`src/rtl/probe_uplink_arbiter_if.sv`:
```
// rtl/probe_uplink_arbiter_if.sv - probe uplink and merged-output signal bundle
interface probe_uplink_arbiter_if #(
    parameter int NumProbes = 4
);
    logic [32*NumProbes-1:0] PDATA;
    logic [NumProbes-1:0]    PVALID;
    logic [NumProbes-1:0]    PDELAY;
    logic [NumProbes-1:0]    PACK;
    logic [31:0]             DATAOUT;
    logic                    OUTVALID;
    logic                    OUTREADY;
    logic                    DELAY;
    logic [15:0]             PKTCOUNT;
    logic                    ERR;

    modport master (
        output PDATA, PVALID, PDELAY, OUTREADY,
        input  PACK, DATAOUT, OUTVALID, DELAY, PKTCOUNT, ERR
    );

    modport slave (
        input  PDATA, PVALID, PDELAY, OUTREADY,
        output PACK, DATAOUT, OUTVALID, DELAY, PKTCOUNT, ERR
    );
endinterface

```
`src/rtl/probe_uplink_arbiter.sv`:
```
// rtl/probe_uplink_arbiter.sv - round-robin packet arbiter merging probe uplinks
module probe_uplink_arbiter #(
    parameter int NumProbes = 4
) (
    input  logic                  UCLK,
    input  logic                  URST,
    probe_uplink_arbiter_if.slave bus
);
    localparam int GW = (NumProbes > 1) ? $clog2(NumProbes) : 1;

    typedef enum logic [1:0] {IDLE, LOCKED, GAP} state_e;

    state_e        state_q, state_d;
    logic [GW-1:0] grant_q, grant_d;
    logic [GW-1:0] rrptr_q, rrptr_d;
    logic [7:0]    remaining_q, remaining_d;
    logic          first_q, first_d;
    logic [15:0]   pktcount_q, pktcount_d;
    logic          err_q, err_d;

    logic [31:0]   pword [NumProbes];
    logic [31:0]   dout;
    logic          gvalid;
    logic          accept;
    logic          pkt_end;
    logic [GW-1:0] pick;
    logic [GW-1:0] grant_inc;

    for (genvar i = 0; i < NumProbes; i++) begin : g_unpack
        assign pword[i] = bus.PDATA[32*i +: 32];
    end

    assign dout   = pword[grant_q];
    assign gvalid = bus.PVALID[grant_q];

    // First requester at or after rrptr, wrapping modulo NumProbes
    always_comb begin : pick_proc
        int  idx;
        logic found;
        pick  = '0;
        found = 1'b0;
        idx   = 0;
        for (int i = 0; i < NumProbes; i++) begin
            idx = int'(rrptr_q) + i;
            if (idx >= NumProbes) idx = idx - NumProbes;
            if (!found && bus.PVALID[idx]) begin
                pick  = GW'(idx);
                found = 1'b1;
            end
        end
    end

    always_comb begin : inc_proc
        int t;
        t = int'(grant_q) + 1;
        if (t >= NumProbes) t = 0;
        grant_inc = GW'(t);
    end

    always_comb begin
        state_d     = state_q;
        grant_d     = grant_q;
        rrptr_d     = rrptr_q;
        remaining_d = remaining_q;
        first_d     = first_q;
        pktcount_d  = pktcount_q;
        err_d       = err_q;
        accept      = (state_q == LOCKED) && gvalid && bus.OUTREADY;
        pkt_end     = 1'b0;
        bus.PACK     = '0;
        bus.OUTVALID = (state_q == LOCKED) && gvalid;
        if (accept) bus.PACK[grant_q] = 1'b1;

        case (state_q)
            IDLE: begin
                if (|bus.PVALID) begin
                    grant_d = pick;
                    state_d = LOCKED;
                end
            end
            LOCKED: begin
                if (accept) begin
                    // remaining==1 here means this word drives the count to zero
                    pkt_end = first_q ? (dout[7:0] == 8'd0) : (remaining_q == 8'd1);
                    if (first_q) begin
                        remaining_d = dout[7:0];
                        first_d     = 1'b0;
                    end else begin
                        remaining_d = remaining_q - 8'd1;
                    end
                    if (pkt_end) begin
                        pktcount_d  = pktcount_q + 16'd1;
                        rrptr_d     = grant_inc;
                        first_d     = 1'b1;
                        remaining_d = 8'd0;
                        state_d     = GAP;
                    end
                end else if (!gvalid && !first_q) begin
                    err_d       = 1'b1;
                    rrptr_d     = grant_inc;
                    first_d     = 1'b1;
                    remaining_d = 8'd0;
                    state_d     = GAP;
                end
            end
            GAP:     state_d = IDLE;
            default: state_d = IDLE;
        endcase
    end

    always_ff @(posedge UCLK or negedge URST) begin
        if (!URST) begin
            state_q     <= IDLE;
            grant_q     <= '0;
            rrptr_q     <= '0;
            remaining_q <= 8'd0;
            first_q     <= 1'b1;
            pktcount_q  <= 16'd0;
            err_q       <= 1'b0;
        end else begin
            state_q     <= state_d;
            grant_q     <= grant_d;
            rrptr_q     <= rrptr_d;
            remaining_q <= remaining_d;
            first_q     <= first_d;
            pktcount_q  <= pktcount_d;
            err_q       <= err_d;
        end
    end

    assign bus.DATAOUT  = dout;
    assign bus.DELAY    = |bus.PDELAY;
    assign bus.PKTCOUNT = pktcount_q;
    assign bus.ERR      = err_q;
endmodule

```
`src/flat_wrapper.sv`:
```
// flat-port wrapper written by rule: the top's interface ports become plain ports
module probe_uplink_arbiter_flat 
#(
    parameter int NumProbes = 4
)
  (UCLK, URST, bus_PDATA, bus_PVALID, bus_PDELAY, bus_OUTREADY, bus_PACK, bus_DATAOUT, bus_OUTVALID, bus_DELAY, bus_PKTCOUNT, bus_ERR);
  probe_uplink_arbiter_if #(.NumProbes(NumProbes)) bus_i ();
  input  logic UCLK;
  input  logic URST;
  input wire logic [$bits(bus_i.PDATA)-1:0] bus_PDATA;
  input wire logic [$bits(bus_i.PVALID)-1:0] bus_PVALID;
  input wire logic [$bits(bus_i.PDELAY)-1:0] bus_PDELAY;
  input wire logic [$bits(bus_i.OUTREADY)-1:0] bus_OUTREADY;
  output wire logic [$bits(bus_i.PACK)-1:0] bus_PACK;
  output wire logic [$bits(bus_i.DATAOUT)-1:0] bus_DATAOUT;
  output wire logic [$bits(bus_i.OUTVALID)-1:0] bus_OUTVALID;
  output wire logic [$bits(bus_i.DELAY)-1:0] bus_DELAY;
  output wire logic [$bits(bus_i.PKTCOUNT)-1:0] bus_PKTCOUNT;
  output wire logic [$bits(bus_i.ERR)-1:0] bus_ERR;
  assign bus_i.PDATA = bus_PDATA;
  assign bus_i.PVALID = bus_PVALID;
  assign bus_i.PDELAY = bus_PDELAY;
  assign bus_i.OUTREADY = bus_OUTREADY;
  assign bus_PACK = bus_i.PACK;
  assign bus_DATAOUT = bus_i.DATAOUT;
  assign bus_OUTVALID = bus_i.OUTVALID;
  assign bus_DELAY = bus_i.DELAY;
  assign bus_PKTCOUNT = bus_i.PKTCOUNT;
  assign bus_ERR = bus_i.ERR;
  probe_uplink_arbiter #(.NumProbes(NumProbes)) u_core (.UCLK(UCLK), .URST(URST), .bus(bus_i));
endmodule
```
`config.mk`:
```
export PLATFORM = sky130hd
export DESIGN_NAME = probe_uplink_arbiter_flat
export DESIGN_NICKNAME = d
export VERILOG_FILES = /design/src/rtl/probe_uplink_arbiter_if.sv /design/src/rtl/probe_uplink_arbiter.sv /design/src/flat_wrapper.sv
export SDC_FILE = /design/constraint.sdc
export NUM_CORES = 1
export LEC_CHECK = 0
export ABC_AREA = 1
export BUFFER_PORTS_ARGS = -buffer_cell sky130_fd_sc_hd__buf_2
export CORE_UTILIZATION = 44
export CTS_CLUSTER_DIAMETER = 150
export DETAILED_ROUTE_END_ITERATION = 8
export HOLD_SLACK_MARGIN = 0.05
export PLACE_DENSITY = 0.82
export SETUP_SLACK_MARGIN = 0.15
export SLEW_MARGIN = 0
export SYNTH_ARGS = -nofsm -noshare
export SYNTH_HDL_FRONTEND = slang
export SYNTH_SLANG_ARGS = --single-unit
```
`constraint.sdc`:
```
create_clock -name UCLK -period 1.87 [get_ports UCLK]
set_input_delay 0.187 -clock UCLK [delete_from_list [all_inputs] [get_ports UCLK]]
set_output_delay 0.187 -clock UCLK [all_outputs]
set_load 0.05 [all_outputs]
```
# [Yosys cells after proc, flatten, opt, wreduce, memory -nomap -nowiden]
# Cells that the tools add are included.
# Widths: inputs -> output; s select.
[totals] word_cells=108 in_bits=139 ff_bits=32
[op_classes] n_bitwise=2 reduce_logical=23 n_addsub=10 n_eq_ne=6 muxes=48 magnitude_cmp=12
[ops] cell="$mux 32" n=6
[ops] cell="$lt 32x4->1 const B" n=4
[ops] cell="$ge 32x4->1 const B" n=3
[ops] cell="$sub 32x4->32 const B" n=3
[ops] cell="$bmux 32 s2" n=1
[ops] cell="$mux 8" n=4
[ops] cell="$mux 2" n=12
[ops] cell="$mux 1" n=17
[ops] cell="$add 16x1->16 const B" n=1
[ops] cell="$reduce_and 3->1" n=4
[ops] cell="$bmux 1 s2" n=5
[ops] cell="$eq 8x1->1 const B" n=1
[ops] cell="$logic_not 8->1" n=1
[ops] cell="$reduce_or 4->1" n=2
[ops] cell="$sub 8x1->8 const B" n=1
[ops] cell="$logic_and 1x1->1" n=7
[ops] cell="$add 2x1->3 const B" n=2
[ops] cell="$add 2x2->3 const B" n=2
[ops] cell="$ge 3x3->1 const B" n=2
[ops] cell="$logic_not 1->1" n=5
[ops] cell="$mux 4" n=1
[ops] cell="$pmux 2 s2" n=1
[ops] cell="$reduce_and 2->1" n=2
[ops] cell="$sub 2x3->4 const B" n=1
[ops] cell="13 further kinds" n=13

# [Logic depth before layout (Yosys ltp)]
# Gate-level depths: netlist of run 1.
[depth] word_depth=15 ltp_mapped=13

# [Worst setup path before layout of run 1]
# OpenSTA, ideal clock, no wires.
[synth_path] path_type="flip-flop to output port" startpoint="register u_core.grant_q[1]" endpoint="output bus_PACK[0]" t_arrival_ns=2.142 n_path_buf=1 path_stages_with_launch=8 path_slack_ns=-0.459 t_required_ns=1.683 cell_sequence="dfrtp_1 buf_2 inv_2 nand3_1 nand2_1 nor2_2 nand2_1 nor2_1"
[synth_between] elab_chain_len=5 word_cells_on_any_way=10 classes_between="order compare: 2; mux: 5; reduce/logical: 3"
[synth_rtl] element="from (decl)" line="probe_uplink_arbiter.sv:14" rtl="logic [GW-1:0] grant_q, grant_d;"
[synth_rtl] element="from (signal assigned)" line="probe_uplink_arbiter.sv:122" rtl="grant_q <= grant_d;"
[synth_rtl] element="$bmux 1 s2" line="probe_uplink_arbiter.sv:34" rtl="assign gvalid = bus.PVALID[grant_q];"
[synth_rtl] element="$mux 1 (implied by the code)" line="probe_uplink_arbiter.sv:34"
[synth_rtl] element="$logic_and 1x1->1"
[synth_rtl] element="net bus_OUTVALID" line="flat_wrapper.sv:16" rtl="output wire logic [$bits(bus_i.OUTVALID)-1:0] bus_OUTVALID;"
[synth_rtl] element="$logic_and 1x1->1" line="probe_uplink_arbiter.sv:68" rtl="accept = (state_q == LOCKED) && gvalid && bus.OUTREADY;"
[synth_rtl] element="$mux 4" line="probe_uplink_arbiter.sv:72" rtl="if (accept) bus.PACK[grant_q] = 1'b1;"
[synth_rtl] element="to (decl)" line="flat_wrapper.sv:14" rtl="output wire logic [$bits(bus_i.PACK)-1:0] bus_PACK;"
# The timed path passes the listed nets, and every way through them passes these cells. The select of a mux whose other input is x is not followed.

# [Worst setup path after layout of run 1]
[layout_path] startpoint="register u_core.grant_q[0]" endpoint="register u_core.pktcount_q[8] (netlist: u_core.bus.PKTCOUNT[8])"
[layout_between] elab_chain_len=7 word_cells_on_any_way=11 classes_between="mux: 6; bitwise: 1; reduce/logical: 4"
[layout_rtl] element="$not 2->3 (implied by the code)" line="probe_uplink_arbiter.sv:33" rtl="assign dout = pword[grant_q];"
[layout_rtl] element="$bmux 32 s2" line="probe_uplink_arbiter.sv:33"
[layout_rtl] element="$mux 32 (implied by the code) (2 in series)" line="probe_uplink_arbiter.sv:33"
[layout_rtl] element="$logic_not 8->1" line="probe_uplink_arbiter.sv:84" rtl="pkt_end = first_q ? (dout[7:0] == 8'd0) : (remaining_q == 8'd1);"
[layout_rtl] element="$mux 1" line="probe_uplink_arbiter.sv:84"
[layout_rtl] element="$reduce_and 3->1 (no line) (*)"
[layout_rtl] element="to (signal assigned)" line="probe_uplink_arbiter.sv:126" rtl="pktcount_q <= pktcount_d;"
[layout_rtl] element="to (decl)" line="probe_uplink_arbiter.sv:18" rtl="logic [15:0] pktcount_q, pktcount_d;"
# Every way passes the cells marked *; elsewhere a longest branch is shown, timed or not. The select of a mux whose other input is x is not followed.
# A chain may end at the register's enable or synchronous reset.

==> results of run 1 <==
-- power by group through the flow --
stage	clock [mW]	combinational [mW]	sequential [mW]
floorplan	0	4.96	1.05
global placement	0	6.39	1.06
detailed placement	0	6.51	1.06
CTS	0.552	7.33	1.07
global route	0.585	8.29	1.11
finish	0.544	7.77	1.08
-- Yosys cell counts --
cell type                    n  area, µm²
sky130_fd_sc_hd__a21oi_1     3       15.0
sky130_fd_sc_hd__a31oi_1     1       6.26
sky130_fd_sc_hd__buf_1       2       7.51
sky130_fd_sc_hd__buf_2      10       50.1
sky130_fd_sc_hd__buf_4       2       15.0
sky130_fd_sc_hd__buf_6       3       33.8
sky130_fd_sc_hd__clkbuf_1   13       48.8
sky130_fd_sc_hd__clkinv_1    1       3.75
sky130_fd_sc_hd__dfrtp_1    31        776
sky130_fd_sc_hd__dfstp_2     1       26.3
sky130_fd_sc_hd__ha_1        7       87.6
sky130_fd_sc_hd__inv_1      46        173
sky130_fd_sc_hd__inv_2       4       15.0
sky130_fd_sc_hd__nand2_1   136        510
sky130_fd_sc_hd__nand2_4     1       11.3
sky130_fd_sc_hd__nand3_1    39        195
sky130_fd_sc_hd__nand3_2     2       20.0
sky130_fd_sc_hd__nand3b_1    2       15.0
sky130_fd_sc_hd__nand4_1    15       93.8
sky130_fd_sc_hd__nor2_1     76        285
sky130_fd_sc_hd__nor2_2      1       6.26
sky130_fd_sc_hd__nor2_4      1       11.3
sky130_fd_sc_hd__nor3_1      8       40.0
sky130_fd_sc_hd__nor4_1      1       6.26
sky130_fd_sc_hd__o211ai_1    1       7.51
sky130_fd_sc_hd__o21a_1      1       7.51
sky130_fd_sc_hd__o21ai_0    71        355
sky130_fd_sc_hd__o21ai_1     2       10.0
sky130_fd_sc_hd__o22ai_1    31        194
sky130_fd_sc_hd__or4_1       1       7.51
sky130_fd_sc_hd__xnor2_1     2       17.5
sky130_fd_sc_hd__xor2_1      6       52.6
-- worst max-delay path, stage by stage, from the launching register on --
cell and delay, ns:
sky130_fd_sc_hd__dfrtp_2 0.47, sky130_fd_sc_hd__inv_4 0.07, sky130_fd_sc_hd__buf_12 0.16, sky130_fd_sc_hd__nand2_1 0.08
sky130_fd_sc_hd__nand2_1 0.07, sky130_fd_sc_hd__nand2_1 0.11, sky130_fd_sc_hd__o21ai_4 0.07, sky130_fd_sc_hd__nor2_1 0.15
sky130_fd_sc_hd__nand3_2 0.15, sky130_fd_sc_hd__nand2_4 0.16, sky130_fd_sc_hd__buf_6 0.13, sky130_fd_sc_hd__buf_4 0.10
sky130_fd_sc_hd__nand4_1 0.06, sky130_fd_sc_hd__nand2_1 0.08
-- cell families (layout without fill, tap and decap cells) --
family,count (synthesis),in the layout
compound gates,110,110
buf+inv,81,296
simple gates,283,283
fa+ha+maj,7,7
xor+xnor,8,8
flops,32,32
-- layer usage --
layer  vias up  global-route usage  wire [µm]
met2       254               0.586       6400
met4         0               0.162        653
met5         -                   0          0
met1      2088               0.393       4900
li1       2164                   -          -
met3        56              0.0626        913
-- sequential cells by signal, summed over array words and instances, names as in the netlist --
| signal | cells |
|---|---|
| u_core.bus.PKTCOUNT | 16 |
| u_core.rrptr_q | 2 |
| u_core.bus.ERR | 1 |
| u_core.first_q | 1 |
| u_core.state_q | 2 |
| u_core.remaining_q | 8 |
| u_core.grant_q | 2 |
-- metrics by stage --
step	TNS (ns)	worst slack, ns	cells	hold WS [ns]	total power, mW
5_1_grt	-3.75	-0.159	832	0.475	9.98
3_5_place_dp	0	0.0205	817	0.285	7.57
6_report	-0.951	-0.0608	832	0.460	9.40
4_1_cts	0	0.0189	830	0.397	8.94
2_1_floorplan	-0.00884	-0.00884	521	-0.109	6.01
3_3_place_gp	0	0.0725	817	0.280	7.45
-- cell type report --
| class | count | share of cell area |
|---|---|---|
| Multi-Input combinational cell | 408 | 0.465 |
| Timing Repair Buffer | 237 | 0.305 |
| Sequential cell | 32 | 0.151 |
| Inverter | 51 | 0.0394 |
| Tap cell | 96 | 0.0224 |
| Clock buffer | 8 | 0.0168 |
-- how the worst max path moves through the flow --
stage                     slack (ns)                endpoint  cells past startpoint
final                          -0.06  u_core.bus.PKTCOUNT[8]                     13
after global routing           -0.16  u_core.bus.PKTCOUNT[8]                     13
after CTS                       0.02             bus_PACK[2]                      7
after detailed placement        0.02  u_core.bus.PKTCOUNT[1]                     12
after global placement          0.07         bus_DATAOUT[30]                      5
after floorplan               -0.009             bus_PACK[0]                      7
-- what timing repair did --
item	CTS	global route
gates cloned	1	0
hold buffers	1	0
gates resized for setup	119	51
setup endpoints to repair	62	68
buffers inserted	3	2
endpoints found under the hold margin	31	0
pin swaps	6	7
==> results.md, run 1 <==
- The run finished, with violations left.
- The final reports fail on negative setup slack.
- The number of violations of the max-capacitance limit is 0.
- The post-synthesis net count is ~670.
- The fill cell total of the finished layout is 477.
- The top-level port count is ~190.
- Of the total power, the clock network draws 0.058.
- The power density over the cells is 1750 nW/µm².
- The share of the clock period used by the worst path after layout is 1.03.
- Counting every instance in the synthesized netlist gives 521.
- Of the post-synthesis cell area, the part taken by muxes is 0.
- The repair_antennas step left the layout with diodes totalling 0.
- The leftover overflow at the end of global routing is 0.
- The nature of the critical path endpoint is a register.
- The initial standard-cell utilization of the core is 0.457.
- Buffers placed on the I/O ports in this run total about 190.
- Data arrives at the worst endpoint at 2.15 ns.
- The number of antenna violations at the first check in global routing is 0.
- The overall die area is between 7000 and 8000 µm².
- In this run, synthesis produced a sequential element count of 32.
- The clock net in this run drives a total of 32 sinks.
- The area of all placed cells without fillers is 5370 µm².
- The max-slew violation total from the final report is 0.
- Summed over all layers, the routed wires come to ~13000 µm.
- The number of buffers inserted during clock tree synthesis is 5.
- The fraction of the mapped netlist area in compound gates was 0.192.
- The number of different library cells used by synthesis comes to 32.
- Of the total power, combinational logic draws 0.827.
- At the worst endpoint, the required time is ~2.1 ns.
- Each instance of the synthesized netlist takes up on average 5.96 µm².
- The number of hold violations in the final report is 0.
- The internal power is 4.07 mW.
- The height of the chip is 86.0 µm.
- The clock input transition at the sequential cells of the worst setup and hold paths is 0.06 ns.
- The cell sitting at the root of the clock tree is a sky130_fd_sc_hd__clkbuf_8.
- The launching element type of the critical path is a register.
- The average wire length per cell after detail routing is 15.5 µm.
- The worst min-delay path endpoint is u_core.first_q.
- Of the total synthesized cell area, the portion taken by XOR and XNOR cells is 0.0226.
- Of the synthesized area, sequential elements account for 0.258.
- The worst hold path passes through 5 cells.
- The standard cell area after detailed placement is 4760 µm².
- The relative contribution of sequential cells to total power is 0.115.
- For the pin with the worst max-slew slack, the measured transition is just over 0.7 ns.
- The clock arrives with ~0.0046 ns of skew.
- The total routing usage reported by global routing is 0.335.
- The cell area that synthesis handed to floorplanning was slightly above 3000 µm².
- The max-slew headroom at the worst pin is 0.524.
- The congestion estimate from routability-driven global placement came to 0.921.
- The via count of the first global-routing pass is 4308.
- The net switching power is between 5 and 6 mW.
- Entering global routing, the biggest net connects 33 pins.
- The floorplan row count is 30.
- The register-to-register path setup slack is -0.06 ns.
- The number of vias in the routed layout is approximately 4600.
- The reg-to-reg startpoint is u_core.grant_q[0].
- Of the total synthesized cell area, the portion taken by full adders, half adders and majority gates is 0.0282.
- The core area is 6790 µm².
- The final period demand of the worst path is just under 2 ns.
- The endpoint identified for the worst register-to-register timing path is u_core.bus.PKTCOUNT[8].
- The number of warning messages in the yosys log is 0.
- The HPWL after detailed placement is 9560 µm.
- For the worst-skew pair, the clock arrives at the later sink with an insertion delay of about 0.28 ns.
- No sink is reached through more buffers than the 2 on the longest clock path.
- In this run the static leakage power is 2.67 nW.
- The class of the tightest hold or removal check is in -> reg.
- The CTS tree is done.
- Across the VDD grid, the largest voltage drop is 1.10 mV.
- Of all nets on the critical path, the largest fanout is 22.
- For this run, design rule violations remaining after detail routing come to 0.
- Relative to the synthesized area, the layout overhead comes to 73.0%.
- Setup repair after global routing could not meet its margin everywhere.
- The multi-input combinational cells in the finished layout cover a total of 2500 µm².
- For this run, the detailed router's first-pass iteration total came to 6.
- Derived from the worst setup path, the maximum achievable clock frequency is 518 MHz.
- The first global-routing pass estimated 19800 µm of wire.
- The switching portion of total power is 0.567.
- By startpoint and endpoint, the worst setup path is classified as reg -> reg.
- The simple logic cell fraction of the synthesized area is 0.387.
- The violation count after the first detailed-route iteration is between 300 and 400.
- For this run, the post-layout net count is 881.
- After detailed routing, the number of vias per cell comes to approximately 5.5.
- Measured along the x axis, the die boundary spans 86.0 µm.
- Setup slack on the critical path of the routed design comes to -0.0608 ns.
- In the layout the commonest cells are sky130_fd_sc_hd__buf_2 (158), sky130_fd_sc_hd__nand2_1 (123), sky130_fd_sc_hd__nor2_1 (66).
- The library cell used most frequently in the layout, excluding fill and tap cells, is sky130_fd_sc_hd__buf_2.
- Of the cells placed in the final design, the portion with a size suffix greater than 1 is 0.457.
- The critical path starts at u_core.grant_q[0].
- Setup violations remaining at the end of the flow were counted as 26.
- The number of H-tree levels is 2.
- After synthesis, the largest family of logic cells by area is simple AND/OR/NAND/NOR gates.
- The sequential cell area is 812 µm².
- The path depth of the worst reg2reg path is 13.
- The remaining antenna violation count is 0.
- The core utilization of the finished layout is 0.791.
- The startpoint of the tightest hold check path is bus_OUTREADY.
No activity file was read; power rests on OpenSTA's default activity.
==> run 2: changes to the inputs <==
--- a/config.mk
+++ b/config.mk
@@ -7,11 +7,13 @@
 export LEC_CHECK = 0
 export ABC_AREA = 1
 export BUFFER_PORTS_ARGS = -buffer_cell sky130_fd_sc_hd__buf_2
-export CORE_UTILIZATION = 44
+export CORE_ASPECT_RATIO = 1.25
+export CORE_UTILIZATION = 45
+export CTS_BUF_LIST = sky130_fd_sc_hd__clkbuf_8
 export CTS_CLUSTER_DIAMETER = 150
 export DETAILED_ROUTE_END_ITERATION = 8
 export HOLD_SLACK_MARGIN = 0.05
-export PLACE_DENSITY = 0.82
+export PLACE_DENSITY = 0.84
 export SETUP_SLACK_MARGIN = 0.15
 export SLEW_MARGIN = 0
 export SYNTH_ARGS = -nofsm -noshare
==> run 2 against run 1 <==
  * The flow still finishes with violations (negative setup slack)
  * Register-to-register slack gained 0.03 ns
  * Total power shrank 0.45%
  * Die area shrank 2.1%
  * Utilization grew 1.1 points
  * Cell count shrank 1.7%
  * Largest cell class unchanged
  * Largest power group unchanged
==> results.md, run 2 (synthesis gave the netlist of run 1 again) <==
- The HPWL after detailed placement is 9570 µm (was 9560 µm).
- The slew at the pin with the worst max-slew slack is 0.747 ns (was 0.714 ns).
- The peak ir drop on the vdd network is 1.41 mV (was 1.10 mV).
- The height of the chip came to 94.9 µm (was 86.0 µm).
- The total routing usage reported by global routing is 0.349 (was 0.335).
- The launching element type of the critical path is a register (unchanged).
- The max-slew violation total from the final report was 0 (unchanged).
- The final weighted congestion in routability-driven placement is 0.929 (was 0.921).
- The static leakage is 2.65 nW (was 2.67 nW).
- The core area was 6610 µm² (was 6790 µm²).
- Unrepaired setup endpoints after global routing: true (unchanged).
- The first-pass GRT wire length is 20100 µm (was 19800 µm).
- Violations in the final reports: negative setup slack (unchanged).
- The clock root buffer was sky130_fd_sc_hd__clkbuf_8 (unchanged).
- The largest clock skew in the final design is 0.00600 ns (was 0.00459 ns).
- The switching portion of total power is 0.571 (was 0.567).
- The total number of nets in the final design is 875 (was 881).
- The path type of the worst setup path is reg -> reg (unchanged).
- The power density over the cells was 1770 nW/µm² (was 1750 nW/µm²).
- The slowest library cell on the worst path is sky130_fd_sc_hd__dfrtp_2 (unchanged).
- The relative contribution of sequential cells to total power is 0.117 (was 0.115).
- The number of sinks handled by clock tree synthesis came to 32 (unchanged).
- The power share of the clock group was 0.064 (was 0.058).
- The average wire length per cell after detail routing was 16.3 µm (was 15.5 µm).
- The smallest hold slack is 0.467 ns (was 0.460 ns).
- The number of antenna violations at the first check in global routing is 1 (was 0).
- The fill cell total of the finished layout is 433 (was 477).
- The aggregate routed wire length is 13300 µm (was 12900 µm).
- The startpoint of the tightest hold check path is bus_OUTREADY (unchanged).
- The register-to-register path setup slack was -0.03 ns (was -0.06 ns).
- The number of buffer and inverter stages on the critical path came to 3 (was 4).
- Status: complete, but fails checks (unchanged).
- The highest clock rate was 526 MHz (was 518 MHz).
- The family with the most delay on the worst path is simple AND/OR/NAND/NOR gates (unchanged).
- The remaining antenna violation count is 0 (unchanged).
- The most prevalent standard cell on the critical path was sky130_fd_sc_hd__nand2_1 (unchanged).
- The most common cell after layout, fill and taps aside was sky130_fd_sc_hd__buf_2 (unchanged).
- The via count of the first global-routing pass is 4487 (was 4308).
- The largest buffer count on any clock path was 2 (unchanged).
- The number of H-tree levels came to 2 (unchanged).
- The top-level port count came to 194 (unchanged).
- The number of vias in the routed layout is 4664 (was 4562).
- The setup TNS is -0.265 ns (was -0.951 ns).
- The endpoint of the lowest-slack register-to-register path is u_core.remaining_q[6] (was u_core.bus.PKTCOUNT[8]).
- The worst min-delay path endpoint is u_core.remaining_q[7] (was u_core.first_q).
- The reg-to-reg startpoint is u_core.grant_q[0] (unchanged).
- The class of the tightest hold or removal check is in -> reg (unchanged).
- The initial standard-cell utilization of the core is 0.470 (was 0.457).
- The number of hold violations in the final report is 0 (unchanged).
- The number of flip-flops under the largest register name is 16 (unchanged).
- The final period demand of the worst path is 1.90 ns (was 1.93 ns).
- The max-slew headroom at the worst pin came to 0.502 (was 0.524).
- The pin count of the biggest net entering global routing came to 39 (was 33).
- The internal power was 4.02 mW (was 4.07 mW).
- The required time at the endpoint of the critical path is 2.04 ns (was 2.09 ns).
- The net switching power is 5.34 mW (was 5.33 mW).
- The overall die area is 7240 µm² (was 7400 µm²).
- The remaining design rule violation count came to 0 (unchanged).
- The violation count after the first detailed-route iteration is 406 (was 308).
- The synthesis-to-layout area growth is 70.7% (was 73.0%).
- The critical path arrival is 2.07 ns (was 2.15 ns).
- The path depth of the worst reg2reg path is 11 (was 13).
- The largest driver fanout on the critical path is 31 (was 22).
- The count of input and output buffers is 193 (unchanged).
- The share of the clock period used by the worst path after layout is 1.02 (was 1.03).
- The floorplan row count is 33 (was 30).
- Cells traversed along the worst timing path: buf_12, nand2_1, nand3_1, nand2_1, nand2_1, nor2_2, nand3_2, buf_4, nand3_4, buf_6, o22ai_1 (was inv_4, buf_12, nand2_1, nand2_1, nand2_1, o21ai_4, nor2_1, nand3_2, nand2_4, buf_6, buf_4, nand4_1, nand2_1).
- The depth of the worst hold-timing path came to 5 (unchanged).
- The setup slack after placement is 0.0410 ns (was 0.0205 ns).
- Leading cell types in the layout, fill and taps excluded: sky130_fd_sc_hd__buf_2 (156), sky130_fd_sc_hd__nand2_1 (128), sky130_fd_sc_hd__nor2_1 (69) (was sky130_fd_sc_hd__buf_2 (158), sky130_fd_sc_hd__nand2_1 (123), sky130_fd_sc_hd__nor2_1 (66)).
- The via density per instance was 5.70 (was 5.48).
- The logic gate share of total power is 0.819 (was 0.827).
- The insertion delay of the later-clocked pin in the worst-skew pair is 0.29 ns (was 0.28 ns).
- The leftover overflow at the end of global routing was 0 (unchanged).
- The width of the die was 76.3 µm (was 86.0 µm).
- The nature of the critical path endpoint is a register (unchanged).
- The count of final setup violators is 15 (was 26).
- The number of detailed-routing iterations run before antenna repair is 5 (was 6).
- The number of buffers inserted during clock tree synthesis is 5 (unchanged).
- The worst setup margin was -0.0295 ns (was -0.0608 ns).
- The number of violations of the max-capacitance limit is 0 (unchanged).
- The fraction of final layout cells sized beyond drive strength 1 was 0.430 (was 0.457).
- The biggest cell delay along the critical path is 0.48 ns (was 0.47 ns).
- The clock input transition at the sequential cells of the worst setup and hold paths is 0.07 ns (was 0.06 ns).
- The CTS tree is done (unchanged).
## run 2: worst max-delay path by stage
| stage | start | end | slack, ns | depth (start not counted) |
|---|---|---|---|---|
| after floorplan | u_core.grant_q[0] | bus_PACK[0] | -0.009 | 7 |
| after global placement | u_core.grant_q[0] | u_core.bus.PKTCOUNT[6] | 0.1 | 12 |
| after detailed placement | u_core.grant_q[1] | u_core.remaining_q[0] | 0.04 | 9 |
| after CTS | u_core.grant_q[0] | bus_PACK[3] | 0.03 | 8 |
| after global routing | u_core.grant_q[0] | u_core.remaining_q[3] | -0.15 | 12 |
| final | u_core.grant_q[0] | u_core.remaining_q[6] | -0.03 | 11 |
## run 2: metrics by stage
stage / power [mW] / area [µm²] / utilization / instances
detailed placement: 7.46 / 4680 / 0.708 / 798
global placement: 7.30 / 4680 / 0.708 / 798
global route: 9.88 / 5300 / 0.802 / 818
finish: 9.36 / 5300 / 0.802 / 818
CTS: 8.94 / 5140 / 0.778 / 812
floorplan: 6.01 / 3530 / - / 521
## run 2: what timing repair did
action	CTS	global route
gates cloned	0	3
gates resized for setup	112	24
pin swaps	5	4
endpoints found under the setup margin	68	68
setup buffers	5	2
hold buffers	1	0
hold endpoints to repair	31	0
## run 2: final cells by class
type | count | area (µm²) | share of cell area
sequential | 32 | 812 | 0.153
clock buffer | 7 | 96.3 | 0.0182
clock inverter | 1 | 3.75 | 0.000709
antenna | 1 | 2.50 | 0.000472
inverter | 51 | 206 | 0.0390
tap | 87 | 109 | 0.0205
timing repair buffer | 231 | 1620 | 0.306
multi-input combinational | 408 | 2450 | 0.462
## run 2: layer usage
layer  wire [µm]  track usage
met4         646        0.165
met1        4910        0.393
met3        1070       0.0657
met5           0            0
met2        6680        0.637
## run 2: power groups by stage
stage	Sequential [mW]	Combinational, mW	Clock [mW]
2_1_floorplan	1.05	4.96	0
3_3_place_gp	1.04	6.26	0
3_5_place_dp	1.06	6.40	0
4_1_cts	1.07	7.26	0.607
5_1_grt	1.11	8.13	0.633
6_report	1.09	7.67	0.600
## run 2: worst min-delay path: cells and delay by family
family	cells	cell delay (ns)
buf+inv	2	0.31
simple gates	3	0.23
